$ cat config.mk
export PLATFORM = sky130hd
export DESIGN_NAME = pcd_lm_decoder
export DESIGN_NICKNAME = d
export VERILOG_FILES = /design/src/rtl/pcd_pkg.sv /design/src/rtl/subcarrier_half_detector.sv /design/src/rtl/pcd_lm_decoder.sv
export SDC_FILE = /design/constraint.sdc
export NUM_CORES = 1
export LEC_CHECK = 0
export CAP_MARGIN = 40
export CORE_UTILIZATION = 28
export CTS_CLUSTER_SIZE = 16
export DETAILED_ROUTE_END_ITERATION = 10
export SLEW_MARGIN = 0
export SYNTH_ARGS = -nofsm -noshare
export SYNTH_HDL_FRONTEND = slang
export SYNTH_SLANG_ARGS = --single-unit
$ cat constraint.sdc
create_clock -name clk -period 2.1 [get_ports clk]
set_input_delay 0.42 -clock clk [delete_from_list [all_inputs] [get_ports clk]]
set_output_delay 0.42 -clock clk [all_outputs]
set_load 0.05 [all_outputs]
$ cat src/rtl/pcd_pkg.sv
// pcd_pkg: shared types and constants for the PCD-side load-modulation
// receiver (pcd_lm_decoder and its half-bit detector).
//   state_t        - receiver FSM states
//   half_t         - classification of one Manchester half-bit
//   BITS_PER_GROUP - 8 data bits plus one odd-parity bit
package pcd_pkg;

    typedef enum logic [2:0] {
        IDLE,
        SOC1,
        SOC2,
        DATA,
        RECOVER
    } state_t;

    typedef enum logic {
        HALF_U,
        HALF_M
    } half_t;

    localparam int BITS_PER_GROUP = 9;

    // Odd parity: a correct byte+parity group has an odd number of ones.
    function automatic logic odd_parity_error(input logic [7:0] d, input logic p);
        return ~(^{d, p});
    endfunction

endpackage

$ cat src/rtl/subcarrier_half_detector.sv
// subcarrier_half_detector: classifies consecutive Manchester half-bits of
// the load-modulation input as modulated (HALF_M) or unmodulated (HALF_U).
//   clk, rst   - carrier clock, async active-high reset
//   start      - this cycle's lm_in sample is tick 0 of a new half-bit
//   run        - keep counting back-to-back half-bits; low clears counters
//   lm_in      - synchronous load-modulation sample
//   half_done  - one-cycle pulse, registered on the edge that takes the
//                last sample of a half-bit
//   half_mod   - classification of that half-bit, valid with half_done
module subcarrier_half_detector
    import pcd_pkg::*;
#(
    parameter int HALF_BIT_TICKS = 64,
    parameter int MOD_THRESHOLD  = 16
) (
    input  logic  clk,
    input  logic  rst,
    input  logic  start,
    input  logic  run,
    input  logic  lm_in,
    output logic  half_done,
    output half_t half_mod
);

    localparam int CW = $clog2(HALF_BIT_TICKS + 1);
    localparam logic [CW-1:0] LAST_TICK = CW'(HALF_BIT_TICKS - 1);
    localparam logic [CW:0]   THRESH    = (CW + 1)'(MOD_THRESHOLD);

    logic [CW-1:0] tick_cnt;
    logic [CW-1:0] high_cnt;
    logic [CW:0]   high_total;

    // Include the current (last) sample in the decision.
    assign high_total = {1'b0, high_cnt} + {{CW{1'b0}}, lm_in};

    always_ff @(posedge clk or posedge rst) begin
        if (rst) begin
            tick_cnt  <= '0;
            high_cnt  <= '0;
            half_done <= 1'b0;
            half_mod  <= HALF_U;
        end else begin
            half_done <= 1'b0;
            if (start) begin
                tick_cnt <= CW'(1);
                high_cnt <= {{(CW-1){1'b0}}, lm_in};
            end else if (!run) begin
                tick_cnt <= '0;
                high_cnt <= '0;
            end else if (tick_cnt == LAST_TICK) begin
                half_done <= 1'b1;
                half_mod  <= (high_total >= THRESH) ? HALF_M : HALF_U;
                tick_cnt  <= '0;
                high_cnt  <= '0;
            end else begin
                tick_cnt <= tick_cnt + CW'(1);
                if (high_cnt != '1) begin
                    high_cnt <= high_cnt + {{(CW-1){1'b0}}, lm_in};
                end
            end
        end
    end

endmodule

$ cat src/rtl/pcd_lm_decoder.sv
// pcd_lm_decoder: reader-side receiver for ISO/IEC 14443-2A PICC->PCD load
// modulation (Manchester on an fc/16 subcarrier). Recovers SOC, data bits,
// odd parity and EOC and emits bytes with parity/coding status.
//   clk, rst      - 13.56 MHz clock, async active-high reset
//   lm_in         - synchronous load-modulation sample
//   enable        - low forces IDLE and drops any frame in progress
//   soc           - pulse: start of communication confirmed
//   data_valid    - pulse: data/data_bits/parity_error valid
//   data          - received bits, bit 0 first on air
//   data_bits     - valid bits in data, 0 means 8
//   parity_error  - odd parity check result for full bytes
//   eoc           - pulse: end of communication
//   coding_error  - pulse: Manchester violation or missing parity
//   busy          - FSM not in IDLE
//   dbg_state     - current FSM state
//
// Output protocol: soc, data_valid, eoc and coding_error are single-cycle
// valid strobes with no ready/backpressure; the consumer must take every
// strobe in the cycle it is high. data, data_bits and parity_error hold
// their last value until the next data_valid.
module pcd_lm_decoder
    import pcd_pkg::*;
#(
    parameter int HALF_BIT_TICKS = 64,
    parameter int MOD_THRESHOLD  = 16
) (
    input  logic       clk,
    input  logic       rst,
    input  logic       lm_in,
    input  logic       enable,
    output logic       soc,
    output logic       data_valid,
    output logic [7:0] data,
    output logic [2:0] data_bits,
    output logic       parity_error,
    output logic       eoc,
    output logic       coding_error,
    output logic       busy,
    output state_t     dbg_state
);

    localparam int RW = $clog2(2 * HALF_BIT_TICKS + 1);
    localparam logic [RW-1:0] RECOVER_LAST = RW'(2 * HALF_BIT_TICKS - 1);
    localparam logic [3:0]    PARITY_SLOT  = 4'(BITS_PER_GROUP - 1);

    state_t        state, state_n;
    half_t         first_half, first_half_n;
    logic          second_phase, second_phase_n;
    logic [7:0]    grp, grp_n;
    logic [3:0]    grp_cnt, grp_cnt_n;
    logic [RW-1:0] recov_cnt, recov_cnt_n;
    logic          soc_n, data_valid_n, eoc_n, coding_error_n, parity_error_n;
    logic [7:0]    data_n;
    logic [2:0]    data_bits_n;

    logic  start, run, half_done, bit_val;
    half_t half_mod;

    // The first high sample seen in IDLE is tick 0 of the SOC half-bit and
    // fixes bit alignment for the rest of the frame.
    assign start = enable && (state == IDLE) && lm_in;
    assign run   = enable && ((state == SOC1) || (state == SOC2) || (state == DATA));

    subcarrier_half_detector #(
        .HALF_BIT_TICKS(HALF_BIT_TICKS),
        .MOD_THRESHOLD (MOD_THRESHOLD)
    ) u_half_det (
        .clk      (clk),
        .rst      (rst),
        .start    (start),
        .run      (run),
        .lm_in    (lm_in),
        .half_done(half_done),
        .half_mod (half_mod)
    );

    assign busy      = (state != IDLE);
    assign dbg_state = state;
    assign bit_val   = (first_half == HALF_M);  // (M,U)=1, (U,M)=0

    always_comb begin
        state_n        = state;
        first_half_n   = first_half;
        second_phase_n = second_phase;
        grp_n          = grp;
        grp_cnt_n      = grp_cnt;
        recov_cnt_n    = recov_cnt;
        soc_n          = 1'b0;
        data_valid_n   = 1'b0;
        eoc_n          = 1'b0;
        coding_error_n = 1'b0;
        data_n         = data;
        data_bits_n    = data_bits;
        parity_error_n = parity_error;

        if (!enable) begin
            state_n = IDLE;
        end else begin
            case (state)
                IDLE: begin
                    if (lm_in) begin
                        state_n        = SOC1;
                        grp_n          = '0;
                        grp_cnt_n      = '0;
                        second_phase_n = 1'b0;
                    end
                end
                SOC1: begin
                    // An unmodulated first half is a glitch: drop it silently.
                    if (half_done) begin
                        state_n = (half_mod == HALF_M) ? SOC2 : IDLE;
                    end
                end
                SOC2: begin
                    if (half_done) begin
                        if (half_mod == HALF_U) begin
                            state_n        = DATA;
                            soc_n          = 1'b1;
                            second_phase_n = 1'b0;
                        end else begin
                            state_n        = RECOVER;
                            coding_error_n = 1'b1;
                            recov_cnt_n    = '0;
                        end
                    end
                end
                DATA: begin
                    if (half_done) begin
                        if (!second_phase) begin
                            first_half_n   = half_mod;
                            second_phase_n = 1'b1;
                        end else begin
                            second_phase_n = 1'b0;
                            if (first_half != half_mod) begin
                                if (grp_cnt == PARITY_SLOT) begin
                                    data_valid_n   = 1'b1;
                                    data_n         = grp;
                                    data_bits_n    = 3'd0;
                                    parity_error_n = odd_parity_error(grp, bit_val);
                                    grp_n          = '0;
                                    grp_cnt_n      = '0;
                                end else begin
                                    grp_n[grp_cnt[2:0]] = bit_val;
                                    grp_cnt_n           = grp_cnt + 4'd1;
                                end
                            end else if (half_mod == HALF_U) begin
                                // EOC: a short group is a partial byte, a full
                                // 8 bits without parity is a coding error.
                                state_n = IDLE;
                                eoc_n   = 1'b1;
                                if (grp_cnt == PARITY_SLOT) begin
                                    coding_error_n = 1'b1;
                                end else if (grp_cnt != 4'd0) begin
                                    data_valid_n   = 1'b1;
                                    data_n         = grp;
                                    data_bits_n    = grp_cnt[2:0];
                                    parity_error_n = 1'b0;
                                end
                            end else begin
                                state_n        = RECOVER;
                                coding_error_n = 1'b1;
                                recov_cnt_n    = '0;
                            end
                        end
                    end
                end
                RECOVER: begin
                    // Wait for a full bit time of silence before re-arming.
                    if (lm_in) begin
                        recov_cnt_n = '0;
                    end else if (recov_cnt == RECOVER_LAST) begin
                        state_n     = IDLE;
                        recov_cnt_n = '0;
                    end else begin
                        recov_cnt_n = recov_cnt + RW'(1);
                    end
                end
                default: state_n = IDLE;
            endcase
        end
    end

    always_ff @(posedge clk or posedge rst) begin
        if (rst) begin
            state        <= IDLE;
            first_half   <= HALF_U;
            second_phase <= 1'b0;
            grp          <= '0;
            grp_cnt      <= '0;
            recov_cnt    <= '0;
            soc          <= 1'b0;
            data_valid   <= 1'b0;
            eoc          <= 1'b0;
            coding_error <= 1'b0;
            data         <= '0;
            data_bits    <= '0;
            parity_error <= 1'b0;
        end else begin
            state        <= state_n;
            first_half   <= first_half_n;
            second_phase <= second_phase_n;
            grp          <= grp_n;
            grp_cnt      <= grp_cnt_n;
            recov_cnt    <= recov_cnt_n;
            soc          <= soc_n;
            data_valid   <= data_valid_n;
            eoc          <= eoc_n;
            coding_error <= coding_error_n;
            data         <= data_n;
            data_bits    <= data_bits_n;
            parity_error <= parity_error_n;
        end
    end

endmodule

==> qor.txt <==
Run status: finished clean
DR vias/cell: 5.10
Post-Syn Nets: 306
Critical path's largest stage delay: 0.52 ns
Grt ovf: 0
Die area: 0.0113 mm²
Area contributors post-synth: dfrtp_1 47%, o31ai_1 3.5%, ha_1 2.9%
Post-synthesis cell count: 295
Crit. End Element: register
Drt first pass iters: 4
Max-slew violations: 0
Critical path class: reg -> reg
Clock share of power: 0.374
Hold buffers post-CTS: 0
Static Leak: 1.67 nW
Max Root-Sink Buffers: 2
Nets: 357
Seq/Total Area, Yosys: 0.469
Peak supply drop: 228 µV
PortBufs: 23
Fillers: 1060
Worst Path Arrival: 2.23 ns
Area delta synth->final: 25.2%
Root Buffer: clkbuf_8
Netlist cell types: 55
Detailed Route WL: 7010 µm
Routed len/inst: 14.4 µm
CTS HTree Levels: 3
Wl on met1: 3360 µm
Gate power share: 0.136
CP Cell Sequence: inv_1 -> ha_1 -> nor2b_1 -> buf_4 -> nor2_1 -> or4_1 -> a21oi_1
Core Region: 0.0104 mm²
Fin Clk Skew: 0.00775 ns
Max layer used: met4
F_max: 504 MHz
CTS Buf Count: 9
Internal Power: 1.66 mW
Final Power: 2.34 mW
Final hold vios: 0
Max_slew headroom: 0.660
Pwr dens: 614 mW/mm²
Vias in the first global route: 2408
Worst hold slack: 0.399 ns
# IOs: 24
Routed wl met2: 3290 µm
Syn Area/Cell: 10.3 µm²
Layout cells sized above 1: 0.208
Core Rows: 37
Final Wtd Congestion: 0.790
Switching share of total power: 0.290
Diodes inserted: 0
Number of synthesized flops with an enable pin: 0
Worst hold path class: in -> async
Reg power frac: 0.490
Iter 0 DRT Violations: 91
Synth cell count leaders: 57 x dfrtp_1, 19 x nor2_1, 15 x nand2_1, 15 x o21ai_0, 14 x o31ai_1
Final setup viols: 0
Worst Max-Slew Pin Slew: 0.508 ns
Drt drc: 0
Asr flop ratio synth: 1.00
DP Wirelength: 5030 µm
Fin crit period: 1.98 ns
Mapped Area: 0.00304 mm²
First-pass GRT wire length: 11900 µm
Initial antenna violation count: 0
Initial core utilization: 0.292
Routed Antenna Nets: 0
Maxcap violations: 0
Psw: 0.677 mW
GRT Overall Usage: 0.133
Crit path max fanout: 6
Synth top area share: 0.469
Met3 wire len: 228 µm
Clock-pin slew on the worst setup and hold paths: 0.07 ns
Die W: 106 µm
Worst-Skew Late Latency: 0.34 ns
Main flop type after synthesis: dfrtp_1
Tcrit/Tclk final: 0.944
Vert. Die Dim: 106 µm
CTS tree: yes
Required @ worst endpoint: 2.35 ns
RSZ-0062 raised after global routing: yes
Via count: 2484
Seq cells post-synth: 57
Yosys warnings: 0
CP Launch Type: register
Area leader, netlist: dfrtp_1
Largest net degree at the start of global routing: 24
Cell with the most instances after synthesis: dfrtp_1
Crit-path leading delay family: simple AND/OR/NAND/NOR gates
CTS Sinks: 57
Critical-path cell with the highest stage delay: or4_1
CP Buf/Inv Count: 2
==> metal layers <==
metal  up-vias  global-route usage
li1       1196                   -
met1      1227               0.176
met2        51               0.212
met3        10              0.0221
met4         0              0.0615
met5         -                   0
==> cell type report <==
class | instances | area (µm²) | area share
well taps | 136 | 170 | 0.0447
inverters | 13 | 48.8 | 0.0128
repair buffers | 57 | 513 | 0.135
clock buffers | 10 | 128 | 0.0335
flip-flops and latches | 57 | 1430 | 0.375
multi-input cells | 208 | 1480 | 0.390
clock inverters | 6 | 35.0 | 0.00920
==> final timing paths <==
check | cells past startpoint | start | to | slack [ns]
min | 2 | rst | u_half_det.high_cnt[6]$_DFFE_PP0P_ | 0.40
max in group asynchronous | 3 | rst | dbg_state[1]$_DFFE_PP0P_ | 1.23
max | 7 | u_half_det.half_mod$_DFFE_PP0P_ | dbg_state[0]$_DFFE_PP0P_ | 0.12
min in group clk | 1 | data[7]$_DFFE_PP0P_ | data[7]$_DFFE_PP0P_ | 0.50
max reg2reg | 7 | u_half_det.half_mod$_DFFE_PP0P_ | dbg_state[0]$_DFFE_PP0P_ | 0.12
min reg2reg | 1 | data[7]$_DFFE_PP0P_ | data[7]$_DFFE_PP0P_ | 0.50
==> power groups by stage <==
stage	combinational [mW]	clock, mW	sequential (mW)
6_report	0.319	0.874	1.15
2_1_floorplan	0.186	0	1.17
3_3_place_gp	0.315	0	1.16
4_1_cts	0.321	0.900	1.14
5_1_grt	0.349	0.949	1.15
3_5_place_dp	0.320	0	1.16
==> sequential cells by signal (all words and copies together), names as in the netlist <==
register	cells
second_phase	1
grp_cnt	4
u_half_det.high_cnt	7
data_bits	3
data	8
coding_error	1
parity_error	1
grp	8
u_half_det.half_mod	1
bit_val	1
dbg_state	3
recov_cnt	8
soc	1
data_valid	1
eoc	1
u_half_det.tick_cnt	7
u_half_det.half_done	1
==> placed cells by master, fill, tap and decap left out, types with 3 or more instances in the layout <==
cell	Yosys	final
dfrtp_1	57	55
buf_4	2	35
nor2_1	19	19
clkdlybuf4s50_1	0	19
nand2_1	15	15
o21ai_0	15	15
o31ai_1	14	14
a21oi_1	12	12
inv_1	12	11
nand3_1	11	11
xnor2_1	10	10
clkbuf_8	0	9
o41ai_1	7	7
ha_1	7	7
nand2b_1	6	6
a311oi_1	6	6
or3_1	6	6
nor3b_1	5	5
xor2_1	5	5
mux2_4	5	5
and3_1	4	4
nor2b_1	4	4
a22o_1	4	4
nor3_1	4	4
or4_1	4	4
nor4_1	4	4
mux2_2	4	4
clkinv_2	0	4
a31oi_1	3	3
a211oi_1	3	3
buf_12	0	3
==> kinds of logic (layout without fill, tap and decap cells) <==
| logic type | Yosys count | in the layout | synth area share |
|---|---|---|---|
| DFF | 57 | 57 | 0.469 |
| buffers and inverters | 30 | 86 | 0.0448 |
| adders and majority gates | 7 | 7 | 0.0288 |
| muxes | 11 | 11 | 0.0461 |
| and+or+nand+nor | 97 | 97 | 0.181 |
| xor gates and xnor gates | 16 | 16 | 0.0506 |
| AOI/OAI and AO/OA | 77 | 77 | 0.179 |
==> timing repair <==
| action | in CTS | in global routing |
|---|---|---|
| resized for setup | 0 | 1 |
| buffers inserted | 0 | 0 |
| hold endpoints to repair | 0 | 0 |
| setup endpoints to repair | 0 | 7 |
==> stage by stage <==
stage	worst slack [ns]	utilization	area, µm²	std cells	setup TNS [ns]
2_1_floorplan	0.0182	-	3050	295	0
3_3_place_gp	-0.0999	0.349	3640	471	-0.819
3_5_place_dp	-0.132	0.349	3640	471	-1.18
4_1_cts	0.0000737	0.365	3800	487	0
5_1_grt	-0.0284	0.366	3810	487	-0.0739
6_report	0.117	0.366	3810	487	0
(Power assumes the default switching activity.)
